## src/rtl/char_scan_pkg.sv

```systemverilog
// Shared defaults and helpers for the character-grid feature scanner.
package char_scan_pkg;

    localparam int unsigned DEF_ROWS  = 3;
    localparam int unsigned DEF_COLS  = 3;
    localparam int unsigned DEF_CNT_W = 12;
    localparam int unsigned DEF_POS_W = 12;
    localparam int unsigned DEF_TR_W  = 4;

    // Row/column indices never exceed 7, so three bits always suffice.
    localparam int unsigned IDX_W = 3;

    function automatic int unsigned cell_off(input int unsigned r,
                                             input int unsigned c,
                                             input int unsigned cols);
        return r * cols + c;
    endfunction

    function automatic logic [31:0] sat_inc(input logic [31:0] v,
                                            input int unsigned w);
        logic [31:0] max_v;
        max_v = (w >= 32) ? '1 : ((32'd1 << w) - 32'd1);
        return (v >= max_v) ? v : v + 32'd1;
    endfunction

endpackage

```

## src/rtl/scan_line_trans.sv

```systemverilog
// Saturating 0->1 transition counter for one scan line or column.
module scan_line_trans
    import char_scan_pkg::*;
#(
    parameter int unsigned TR_W = DEF_TR_W
) (
    input  logic            clk,
    input  logic            rst_n,
    input  logic            clr_i,
    input  logic            en_i,
    input  logic            restart_i,
    input  logic            th_i,
    output logic [TR_W-1:0] count_o
);

    logic            prev_q;
    logic [TR_W-1:0] cnt_q;
    logic            prev_eff;

    // A restart makes the current pixel see a background predecessor.
    assign prev_eff = prev_q & ~restart_i;

    always_ff @(posedge clk or negedge rst_n) begin
        if (!rst_n) begin
            prev_q <= 1'b0;
            cnt_q  <= '0;
        end else if (clr_i) begin
            prev_q <= 1'b0;
            cnt_q  <= '0;
        end else if (en_i) begin
            prev_q <= th_i;
            if (th_i && !prev_eff)
                cnt_q <= TR_W'(sat_inc(32'(cnt_q), TR_W));
        end
    end

    assign count_o = cnt_q;

endmodule

```

## src/rtl/char_grid_feature_scan.sv

```systemverilog
// Per-cell foreground counts and scan-line transition counts over a
// programmable character box, snapshotted at end of frame.
module char_grid_feature_scan
    import char_scan_pkg::*;
#(
    parameter int unsigned ROWS  = DEF_ROWS,
    parameter int unsigned COLS  = DEF_COLS,
    parameter int unsigned CNT_W = DEF_CNT_W,
    parameter int unsigned POS_W = DEF_POS_W,
    parameter int unsigned TR_W  = DEF_TR_W
) (
    input  logic                        clk,
    input  logic                        rst_n,
    input  logic                        i_vs,
    input  logic                        i_de,
    input  logic [POS_W-1:0]            i_x,
    input  logic [POS_W-1:0]            i_y,
    input  logic                        i_th,
    input  logic [POS_W-1:0]            cfg_left,
    input  logic [POS_W-1:0]            cfg_right,
    input  logic [POS_W-1:0]            cfg_up,
    input  logic [POS_W-1:0]            cfg_down,
    input  logic [POS_W-1:0]            cfg_cell_w,
    input  logic [POS_W-1:0]            cfg_cell_h,
    input  logic [POS_W-1:0]            cfg_line1,
    input  logic [POS_W-1:0]            cfg_line2,
    input  logic [CNT_W-1:0]            cfg_thresh,
    output logic [ROWS*COLS*CNT_W-1:0]  o_count,
    output logic [ROWS*COLS-1:0]        o_feature,
    output logic [TR_W-1:0]             o_trans_l1,
    output logic [TR_W-1:0]             o_trans_l2,
    output logic [TR_W-1:0]             o_trans_mid,
    output logic                        o_box_err,
    output logic                        o_valid
);

    localparam int unsigned BW = POS_W + 4;

    logic vs_q, low_seen_q, armed_q, snap_q, valid_q;
    logic frame_start, frame_end;

    logic [POS_W-1:0] left_q, right_q, up_q, down_q, line1_q, line2_q, mid_q;
    logic [POS_W-1:0] mid_d;
    logic [CNT_W-1:0] thresh_q;
    logic             box_err_q, box_err_d;
    logic [BW-1:0]    col_bnd_q [COLS];
    logic [BW-1:0]    col_bnd_d [COLS];
    logic [BW-1:0]    row_bnd_q [ROWS];
    logic [BW-1:0]    row_bnd_d [ROWS];

    logic             in_box, qual, pix_on;
    logic [IDX_W-1:0] col_idx, row_idx;
    logic [TR_W-1:0]  tr_l1, tr_l2, tr_mid;
    logic [TR_W-1:0]  tr_l1_q, tr_l2_q, tr_mid_q;
    logic             box_err_out_q;

    // A rise only counts once vs has been seen low since reset, so a frame
    // already in progress at reset release is never measured.
    assign frame_start = i_vs & ~vs_q & low_seen_q;
    assign frame_end   = ~i_vs & vs_q & armed_q;

    always_comb begin
        for (int unsigned c = 0; c < COLS; c++)
            col_bnd_d[c] = {4'b0, cfg_left} + BW'(c) * {4'b0, cfg_cell_w};
        for (int unsigned r = 0; r < ROWS; r++)
            row_bnd_d[r] = {4'b0, cfg_up} + BW'(r) * {4'b0, cfg_cell_h};
    end

    assign box_err_d = (cfg_right <= cfg_left) | (cfg_down <= cfg_up) |
                       (cfg_cell_w == '0) | (cfg_cell_h == '0);
    assign mid_d     = cfg_left + ((cfg_right - cfg_left) >> 1);

    always_ff @(posedge clk or negedge rst_n) begin
        if (!rst_n) begin
            vs_q       <= 1'b0;
            low_seen_q <= 1'b0;
            armed_q    <= 1'b0;
            snap_q     <= 1'b0;
            valid_q    <= 1'b0;
        end else begin
            vs_q       <= i_vs;
            low_seen_q <= low_seen_q | ~i_vs;
            snap_q     <= frame_end;
            valid_q    <= snap_q;
            if (frame_start)
                armed_q <= 1'b1;
            else if (frame_end)
                armed_q <= 1'b0;
        end
    end

    always_ff @(posedge clk or negedge rst_n) begin
        if (!rst_n) begin
            left_q    <= '0;
            right_q   <= '0;
            up_q      <= '0;
            down_q    <= '0;
            line1_q   <= '0;
            line2_q   <= '0;
            mid_q     <= '0;
            thresh_q  <= '0;
            box_err_q <= 1'b0;
            for (int unsigned c = 0; c < COLS; c++) col_bnd_q[c] <= '0;
            for (int unsigned r = 0; r < ROWS; r++) row_bnd_q[r] <= '0;
        end else if (frame_start) begin
            left_q    <= cfg_left;
            right_q   <= cfg_right;
            up_q      <= cfg_up;
            down_q    <= cfg_down;
            line1_q   <= cfg_line1;
            line2_q   <= cfg_line2;
            mid_q     <= mid_d;
            thresh_q  <= cfg_thresh;
            box_err_q <= box_err_d;
            col_bnd_q <= col_bnd_d;
            row_bnd_q <= row_bnd_d;
        end
    end

    assign in_box = (i_x >= left_q) && (i_x < right_q) &&
                    (i_y >= up_q) && (i_y < down_q);
    assign qual   = i_vs & i_de & ~box_err_q & ~frame_start & in_box;
    assign pix_on = qual & i_th;

    // Last boundary not exceeding the coordinate wins; the final cell
    // therefore absorbs any remainder of the box.
    always_comb begin
        col_idx = '0;
        for (int unsigned c = 0; c < COLS; c++)
            if ({4'b0, i_x} >= col_bnd_q[c]) col_idx = IDX_W'(c);
        row_idx = '0;
        for (int unsigned r = 0; r < ROWS; r++)
            if ({4'b0, i_y} >= row_bnd_q[r]) row_idx = IDX_W'(r);
    end

    for (genvar r = 0; r < ROWS; r++) begin : g_row
        for (genvar c = 0; c < COLS; c++) begin : g_col
            localparam int unsigned IDX = cell_off(r, c, COLS);
            logic             hit;
            logic [CNT_W-1:0] cnt_q, hold_q;
            logic             feat_q;

            assign hit = pix_on & (row_idx == IDX_W'(r)) & (col_idx == IDX_W'(c));

            always_ff @(posedge clk or negedge rst_n) begin
                if (!rst_n) begin
                    cnt_q  <= '0;
                    hold_q <= '0;
                    feat_q <= 1'b0;
                end else begin
                    if (snap_q) begin
                        hold_q <= cnt_q;
                        feat_q <= (cnt_q >= thresh_q);
                    end
                    if (frame_start)
                        cnt_q <= '0;
                    else if (hit)
                        cnt_q <= CNT_W'(sat_inc(32'(cnt_q), CNT_W));
                end
            end

            assign o_count[IDX*CNT_W +: CNT_W] = hold_q;
            assign o_feature[IDX]              = feat_q;
        end
    end

    scan_line_trans #(.TR_W(TR_W)) u_trans_l1 (
        .clk       (clk),
        .rst_n     (rst_n),
        .clr_i     (frame_start),
        .en_i      (qual & (i_y == line1_q)),
        .restart_i (i_x == left_q),
        .th_i      (i_th),
        .count_o   (tr_l1)
    );

    scan_line_trans #(.TR_W(TR_W)) u_trans_l2 (
        .clk       (clk),
        .rst_n     (rst_n),
        .clr_i     (frame_start),
        .en_i      (qual & (i_y == line2_q)),
        .restart_i (i_x == left_q),
        .th_i      (i_th),
        .count_o   (tr_l2)
    );

    scan_line_trans #(.TR_W(TR_W)) u_trans_mid (
        .clk       (clk),
        .rst_n     (rst_n),
        .clr_i     (frame_start),
        .en_i      (qual & (i_x == mid_q)),
        .restart_i (1'b0),
        .th_i      (i_th),
        .count_o   (tr_mid)
    );

    always_ff @(posedge clk or negedge rst_n) begin
        if (!rst_n) begin
            tr_l1_q       <= '0;
            tr_l2_q       <= '0;
            tr_mid_q      <= '0;
            box_err_out_q <= 1'b0;
        end else if (snap_q) begin
            tr_l1_q       <= tr_l1;
            tr_l2_q       <= tr_l2;
            tr_mid_q      <= tr_mid;
            box_err_out_q <= box_err_q;
        end
    end

    assign o_trans_l1  = tr_l1_q;
    assign o_trans_l2  = tr_l2_q;
    assign o_trans_mid = tr_mid_q;
    assign o_box_err   = box_err_out_q;
    assign o_valid     = valid_q;

endmodule

```

## config.mk

```make
export PLATFORM = sky130hd
export DESIGN_NAME = char_grid_feature_scan
export DESIGN_NICKNAME = d
export VERILOG_FILES = /design/src/rtl/char_scan_pkg.sv /design/src/rtl/scan_line_trans.sv /design/src/rtl/char_grid_feature_scan.sv
export SDC_FILE = /design/constraint.sdc
export NUM_CORES = 1
export LEC_CHECK = 0
export ABC_AREA = 1
export BUFFER_PORTS_ARGS = -buffer_cell sky130_fd_sc_hd__buf_2
export CAP_MARGIN = 15
export CELL_PAD_IN_SITES_DETAIL_PLACEMENT = 1
export CELL_PAD_IN_SITES_GLOBAL_PLACEMENT = 1
export CORE_UTILIZATION = 45
export CTS_CLUSTER_SIZE = 14
export DETAILED_ROUTE_END_ITERATION = 12
export PLACE_DENSITY = 0.92
export SKIP_LAST_GASP = 1
export SLEW_MARGIN = 20
export SYNTH_ARGS = -nofsm -noshare
export SYNTH_HDL_FRONTEND = slang
export SYNTH_HIERARCHICAL = 1
export SYNTH_SLANG_ARGS = --single-unit
```

## constraint.sdc

```tcl
create_clock -name clk -period 3 [get_ports clk]
set_input_delay 0.15 -clock clk [delete_from_list [all_inputs] [get_ports clk]]
set_output_delay 0.15 -clock clk [all_outputs]
set_load 0.05 [all_outputs]
```

==> results of run 1 <==
==> report_power, final <==
part | total, W | switching, W | internal, W | leakage [nW]
clock | 0.00638 | 0.00250 | 0.00387 | 0.835
sequential | 0.00644 | 0.000432 | 0.00601 | 5.36
combinational | 0.00433 | 0.00292 | 0.00141 | 10.9
total | 0.0171 | 0.00585 | 0.0113 | 17.1
==> worst register-to-register path: cells and delay by family (launching register included) <==
kind	cells	cell delay (ns)
adder cells (fa/ha/maj)	1	0.34
AND/OR/NAND/NOR	9	1.49
flip-flops	1	0.40
buffers and inverters	3	0.56
==> what timing repair did <==
item | in CTS | in global routing
endpoints found under the hold margin | 162 | 0
hold buffers | 89 | 0
setup endpoints to repair | 0 | 17
resized for setup | 0 | 10
buffers inserted | 0 | 2
==> kinds of logic (layout without fill, tap and decap cells) <==
group | count (synthesis) | after routing
compound gates | 383 | 383
fa+ha+maj | 299 | 299
xor+xnor | 146 | 146
buf+inv | 475 | 866
flops | 407 | 407
mux | 3 | 3
other cells | 1 | 6
simple gates | 1782 | 1782
==> cell type report <==
| class | count | area share (%) |
|---|---|---|
| antenna | 5 | 0.0396 |
| clock inverter | 15 | 0.752 |
| timing repair buffer | 416 | 8.74 |
| inverter | 363 | 4.34 |
| sequential | 407 | 32.2 |
| multi-input combinational | 2614 | 46.2 |
| clock buffer | 72 | 4.63 |
| tap | 765 | 3.03 |
==> sequential cells by signal, indices dropped and copies added, names as in the netlist, 9 cells and up <==
name,cells
g_row.g_col.hold_q,108
left_q,12
col_bnd_q,26
mid_q,12
row_bnd_q,26
line1_q,12
line2_q,12
right_q,12
down_q,12
g_row.g_col.feat_q,9
up_q,12
thresh_q,12
g_row.g_col.cnt_q,108
==> synth_stat cells, drive strengths merged (2+ instances only) <==
| master | instances |
|---|---|
| a211oi | 20 |
| a21boi | 9 |
| a21o | 9 |
| a21oi | 117 |
| a221oi | 5 |
| a31oi | 5 |
| and2 | 3 |
| and3 | 2 |
| buf | 40 |
| clkbuf | 72 |
| dfrtp | 407 |
| fa | 6 |
| ha | 293 |
| inv | 363 |
| mux2i | 3 |
| nand2 | 1184 |
| nand3 | 237 |
| nand3b | 5 |
| nand4 | 28 |
| nor2 | 235 |
| nor3 | 49 |
| nor3b | 6 |
| nor4 | 24 |
| o2111ai | 3 |
| o211ai | 2 |
| o21a | 2 |
| o21ai | 194 |
| o21bai | 4 |
| o22ai | 8 |
| o31ai | 4 |
| or2 | 9 |
| xnor2 | 32 |
| xor2 | 114 |
==> worst paths after layout <==
kind                                             startpoint                     endpoint  slack [ns]  cells after the start
worst max register to register                      up_q[1]  g_row[2].g_col[1].cnt_q[10]        0.11                     13
worst min register to register  g_row[0].g_col[1].hold_q[6]  g_row[0].g_col[1].hold_q[6]        0.46                      2
worst min-delay path                         cfg_cell_w[10]                col_bnd_q[13]        0.05                      4
worst max-delay path                            cfg_left[3]                    mid_q[10]       -0.02                     20
min in group asynchronous                             rst_n  g_row[2].g_col[0].hold_q[4]        0.12                      2
max in group asynchronous                             rst_n                     mid_q[8]        1.79                      3
==> metrics by stage <==
stage	power [W]	TNS [ns]
2_1_floorplan	0.00903	0
3_3_place_gp	0.0102	-0.159
3_5_place_dp	0.0105	-0.372
4_1_cts	0.0170	0
5_1_grt	0.0179	-0.169
6_report	0.0171	-0.0239
==> routing by layer <==
layer | wire length [µm] | vias to the layer above | global-route usage, %
li1 | - | 12000 | -
met1 | 38000 | 12800 | 37.9
met2 | 47500 | 925 | 55.5
met3 | 5520 | 321 | 5.58
met4 | 5030 | 6 | 16.1
met5 | 34 | - | 0
==> impl_metrics.yaml, run 1 <==
outcome:
  status: "finished, violations left"
  failed_checks: "setup timing"
worst_setup_path:
  startpoint_type: "primary input"
  worstPathRequired_ns: 3.45
  worst-path-buf-inv: 3
  crit_fanout: 5
  path_cells: "dlygate4sd3_1, buf_2, inv_2, ha_4, nand3_1, nand3_1, a21oi_2, nor2_1, nor2_1, nand2_2, a31oi_2, xor2_1, ha_1, nand2_1, a21oi_1, a211oi_2, nand3_1, or2_2, nand3_1, nand2_1"
  crit_family: "simple AND/OR/NAND/NOR gates"
  crit_path_end_kind: "register"
  arrival_ns: 3.48
  cpPeakStageDelay_ns: 0.52
  cpMostUsedCell: "nand3_1"
  cpMaxStageDelayCell: "dlygate4sd3_1"
  critPathKind: "in -> reg"
cells_and_area:
  final_common_cell: "nand2_1"
  fin_cells: 4657
  final_cell_mix: "1,171 x nand2_1, 406 x dfrtp_1, 356 x inv_1, 291 x ha_1, 266 x buf_2"
  drive_gt1_share_pct: 11.8
  fillerInstances: 7259
  postLayoutCellArea_um2: 31600
  regArea_um2: 10200
  nets: 4286
  multi_input_comb_area_um2: 14600
  area_growth_pct: 18.7
  utilization_pct: 54.3
sta:
  hold_viol: 0
  min_period_ns: 3.02
  maxSlewViolCount: 0
  worst_pin_slew_ns: 0.880
  rsz0062_at_grt: "true"
  slew_headroom_pct: 41.3
  holdWs_ns: 0.0478
  setup_viol: 1
  skew_ns: 0.0287
  fmax_ghz: 0.331
  fin_crit_sh_pct: 101
  setup_slack_ns: -0.0239
place:
  dp_hpwl_um: 63000
  place_inst: 4474
  pre_cts_slack_ns: -0.240
  place_congestion: 0.897
  dpl_cell_area_um2: 28900
  portBuffers: 267
run:
  cap_violations: 0
grt:
  grt_pass1_wl_um: 152000
  grt_pass1_vias: 28000
  grt.overflow.total: 0
  grt_max_degree: 165
  antenna_found_initial: 7
  grt_use_total_pct: 32.0
floorplan:
  dieArea_um2: 60200
  initial_core_util_pct: 45.8
  die_y_um: 245
  rows: 88
  core-area_um2: 58100
  ios: 268
  die_w_um: 245
synth:
  ys_seq_elements: 407
  synthMuxAreaShare_pct: 0.113
  yosys.area.top_type_share_pct: 38.2
  synth_area_um2: 26600
  ys_seq_area_share_pct: 38.2
  postSynthAreaPerCell_um2: 7.62
  synth_compound_area_share_pct: 7.87
  synth_edf_count: 0
  synth_area_leaders: "dfrtp_1 38%, nand2_1 17%, ha_1 14%"
  synth_cell_types: 45
  yosys_warnings: 6
  async_flop_share_pct: 100
  synth_top_family_by_area: "simple AND/OR/NAND/NOR gates"
  synth_area_leader_cell: "dfrtp_1"
  synthXorXnorAreaFrac_pct: 4.80
  syn_nets: 3932
  ys.flop_type: "dfrtp_1"
  synthAdderAreaFrac_pct: 14.2
  synthCells: 3496
  synthSimpleGateAreaFrac_pct: 27.6
clocking:
  cts_tree: "done"
  clk_latency_ns: 0.60
  cts_buffers: 48
  clk_pin_slew_ns: 0.06
  cts.sinks: 407
  htree_levels: 2
  root_buffer: "clkbuf_16"
  clock_path_buffers: 3
pwr:
  cellPowerDensity_nw_per_um2: 543
  peakVddDrop_mv: 0.429
  leakage_nw: 17.1
route:
  post_drt_wl_per_cell_um: 20.6
  drc: 0
  ant_nets: 0
  drt_iter0_markers: 1844
  dr.pass1.iters: 6
  routed_wl_um: 96000
  vias: 26100
  vias_per_cell: 5.60
hold_path:
  hold_path.class: "in -> reg"
No activity file was read; power rests on OpenSTA's default activity.
==> run 2: changes to the inputs <==
--- a/config.mk
+++ b/config.mk
@@ -16,2 +16,3 @@
 export PLACE_DENSITY = 0.92
+export REMOVE_ABC_BUFFERS = 1
 export SKIP_LAST_GASP = 1
--- a/constraint.sdc
+++ b/constraint.sdc
@@ -3,2 +3,2 @@
 set_output_delay 0.15 -clock clk [all_outputs]
-set_load 0.05 [all_outputs]
+set_load 0.1 [all_outputs]
==> run 2 against run 1 <==
The run ends with capacitance limit, setup timing left. Register-to-register slack got worse by 0.20 ns. Clock-buffer cell count shrank 1. Combinational power rose by 22%. Sequential power increased by 0.9%. Clock skew rose by 0.040 ns. Final cell count rose by 0.34%. Sequential cell count stayed put. Sequential share of layout area shrank 0.19 points. Largest power group unchanged.
==> impl_metrics.yaml, run 2 (synthesis results as in run 1) <==
outcome:
  status: "finished, violations left"
  failed_checks: "capacitance limit, setup timing"
cells_and_area:
  fillerInstances: 7209
  final_common_cell: "nand2_1"
  top_regs: "g_row.g_col.cnt_q: 108 flops, g_row.g_col.hold_q: 108 flops"
  drive_gt1_share_pct: 12.4
  nets: 4301
  area_growth_pct: 19.4
  final_cell_mix: "1,167 x nand2_1, 406 x dfrtp_1, 356 x inv_1, 290 x ha_1, 264 x buf_2"
pwr:
  comb_power_share_pct: 29.1
  peakVddDrop_mv: 0.459
  internal-power_w: 0.0112
  fin_total_pwr_w: 0.0182
  switchingPower_w: 0.00704
  switching_share_pct: 38.7
  cellPowerDensity_nw_per_um2: 573
  seq_power_share_pct: 35.7
  pwr-share-clk_pct: 35.2
  leakage_nw: 17.2
sta:
  slew_headroom_pct: 1.03
  worst_pin_slew_ns: 1.47
  hold_viol: 0
  fin_crit_sh_pct: 128
  min_period_ns: 3.83
  skew_ns: 0.0685
  setup_slack_ns: -0.833
  maxSlewViolCount: 0
  rsz0062_at_grt: "true"
  fmax_ghz: 0.261
  setup_viol: 40
  tns_ns: -3.46
place:
  portBuffers: 267
  place_congestion: 0.883
  dp_hpwl_um: 62900
  pre_cts_slack_ns: -0.381
worst_setup_path:
  cpPeakStageDelay_ns: 0.63
  worstPathRequired_ns: 3.48
  crit_path_end_kind: "register"
  critPathKind: "in -> reg"
  path_cells: "dlygate4sd3_1, buf_2, ha_1, a21oi_2, o21ai_1, a21oi_1, xor2_1, inv_1, ha_1, buf_4, inv_1, o21bai_1, a221oi_2, nand3_1, nand3_1, o211ai_1"
  startpoint_type: "primary input"
  crit_family: "compound AO/OA/AOI/OAI gates"
  worst-path-buf-inv: 5
  cpMaxStageDelayCell: "a221oi_2"
  crit_fanout: 4
  arrival_ns: 4.32
grt:
  grt.overflow.total: 0
  grt_pass1_vias: 28400
  antenna_found_initial: 12
  grt_use_total_pct: 33.7
  grt_max_degree: 182
  grt_pass1_wl_um: 158000
floorplan:
  rows: 88
  dieArea_um2: 60200
  core-area_um2: 58100
  ios: 268
  die_w_um: 245
  die_y_um: 245
  initial_core_util_pct: 45.8
route:
  post_drt_wl_per_cell_um: 24.4
  routed_wl_um: 114000
  ant_nets: 0
  vias: 27800
  drc: 0
  drt_iter0_markers: 2561
  dr.pass1.iters: 6
  vias_per_cell: 5.94
clocking:
  cts_tree: "done"
  root_buffer: "clkbuf_16"
  clk_latency_ns: 0.65
  clk_pin_slew_ns: 0.08
  cts.sinks: 407
  clock_path_buffers: 3
  cts_buffers: 49
  htree_levels: 2
run:
  cap_violations: 1
hold_path:
  hold_path.class: "in -> reg"
-- run 2: worst paths after layout --
check,from,to,slack (ns),depth (start not counted)
max in group asynchronous,rst_n,row_bnd_q[19],1.79,3
worst max-delay path,cfg_right[6],mid_q[11],-0.83,16
worst min-delay path,cfg_cell_w[10],col_bnd_q[13],0.03,4
worst max register to register,right_q[9],g_row[1].g_col[2].cnt_q[9],-0.09,16
worst min register to register,g_row[2].g_col[0].hold_q[5],g_row[2].g_col[0].hold_q[5],0.47,2
min in group asynchronous,rst_n,g_row[0].g_col[0].hold_q[0],0.16,2
-- run 2: tightest hold or removal path: stages --
cell     delay [ns]
buf_2          0.12
ha_1           0.17
o21ai_0        0.09
nand2_1        0.06
-- run 2: what timing repair did --
item / CTS / global route
endpoints found under the hold margin: 169 / 0
setup endpoints to repair: 0 / 22
gates resized for setup: 0 / 36
hold buffers: 88 / 0
buffers inserted: 0 / 6
-- run 2: through the flow --
| step | instance area, µm² | hold slack (ns) | cells | utilization, % |
|---|---|---|---|---|
| global placement | 29000 | 0.260 | 4487 | 50.0 |
| CTS | 31600 | 0.0153 | 4660 | 54.3 |
| detailed placement | 29000 | 0.260 | 4487 | 50.0 |
| global route | 31800 | 0.0403 | 4669 | 54.7 |
| finish | 31800 | 0.0276 | 4673 | 54.7 |
| floorplan | 26100 | -0.146 | 3384 | - |
-- run 2: cell type report --
type / count / area (µm²) / area share (%)
antenna: 9 / 22.5 / 0.0709
clock buffer: 71 / 1450 / 4.56
clock inverter: 14 / 185 / 0.583
inverter: 363 / 1370 / 4.32
multi-input combinational: 2614 / 14700 / 46.3
sequential: 407 / 10200 / 32.1
tap: 765 / 957 / 3.01
timing repair buffer: 430 / 2900 / 9.14
-- run 2: power by group through the flow --
stage | clock, W | combinational, W | sequential, W
CTS | 0.00627 | 0.00467 | 0.00642
floorplan | 0 | 0.00217 | 0.00722
finish | 0.00642 | 0.00530 | 0.00650
detailed placement | 0 | 0.00449 | 0.00650
global route | 0.00659 | 0.00561 | 0.00653
global placement | 0 | 0.00426 | 0.00646
-- run 2: metal layers --
layer  up-vias  global-route usage, %  wire (µm)
met5         -                      0        113
met4         8                   20.6       9470
met3       723                   5.82      10400
met2      1628                   57.7      53100
met1     13400                   39.2      40900
li1      12000                      -          -
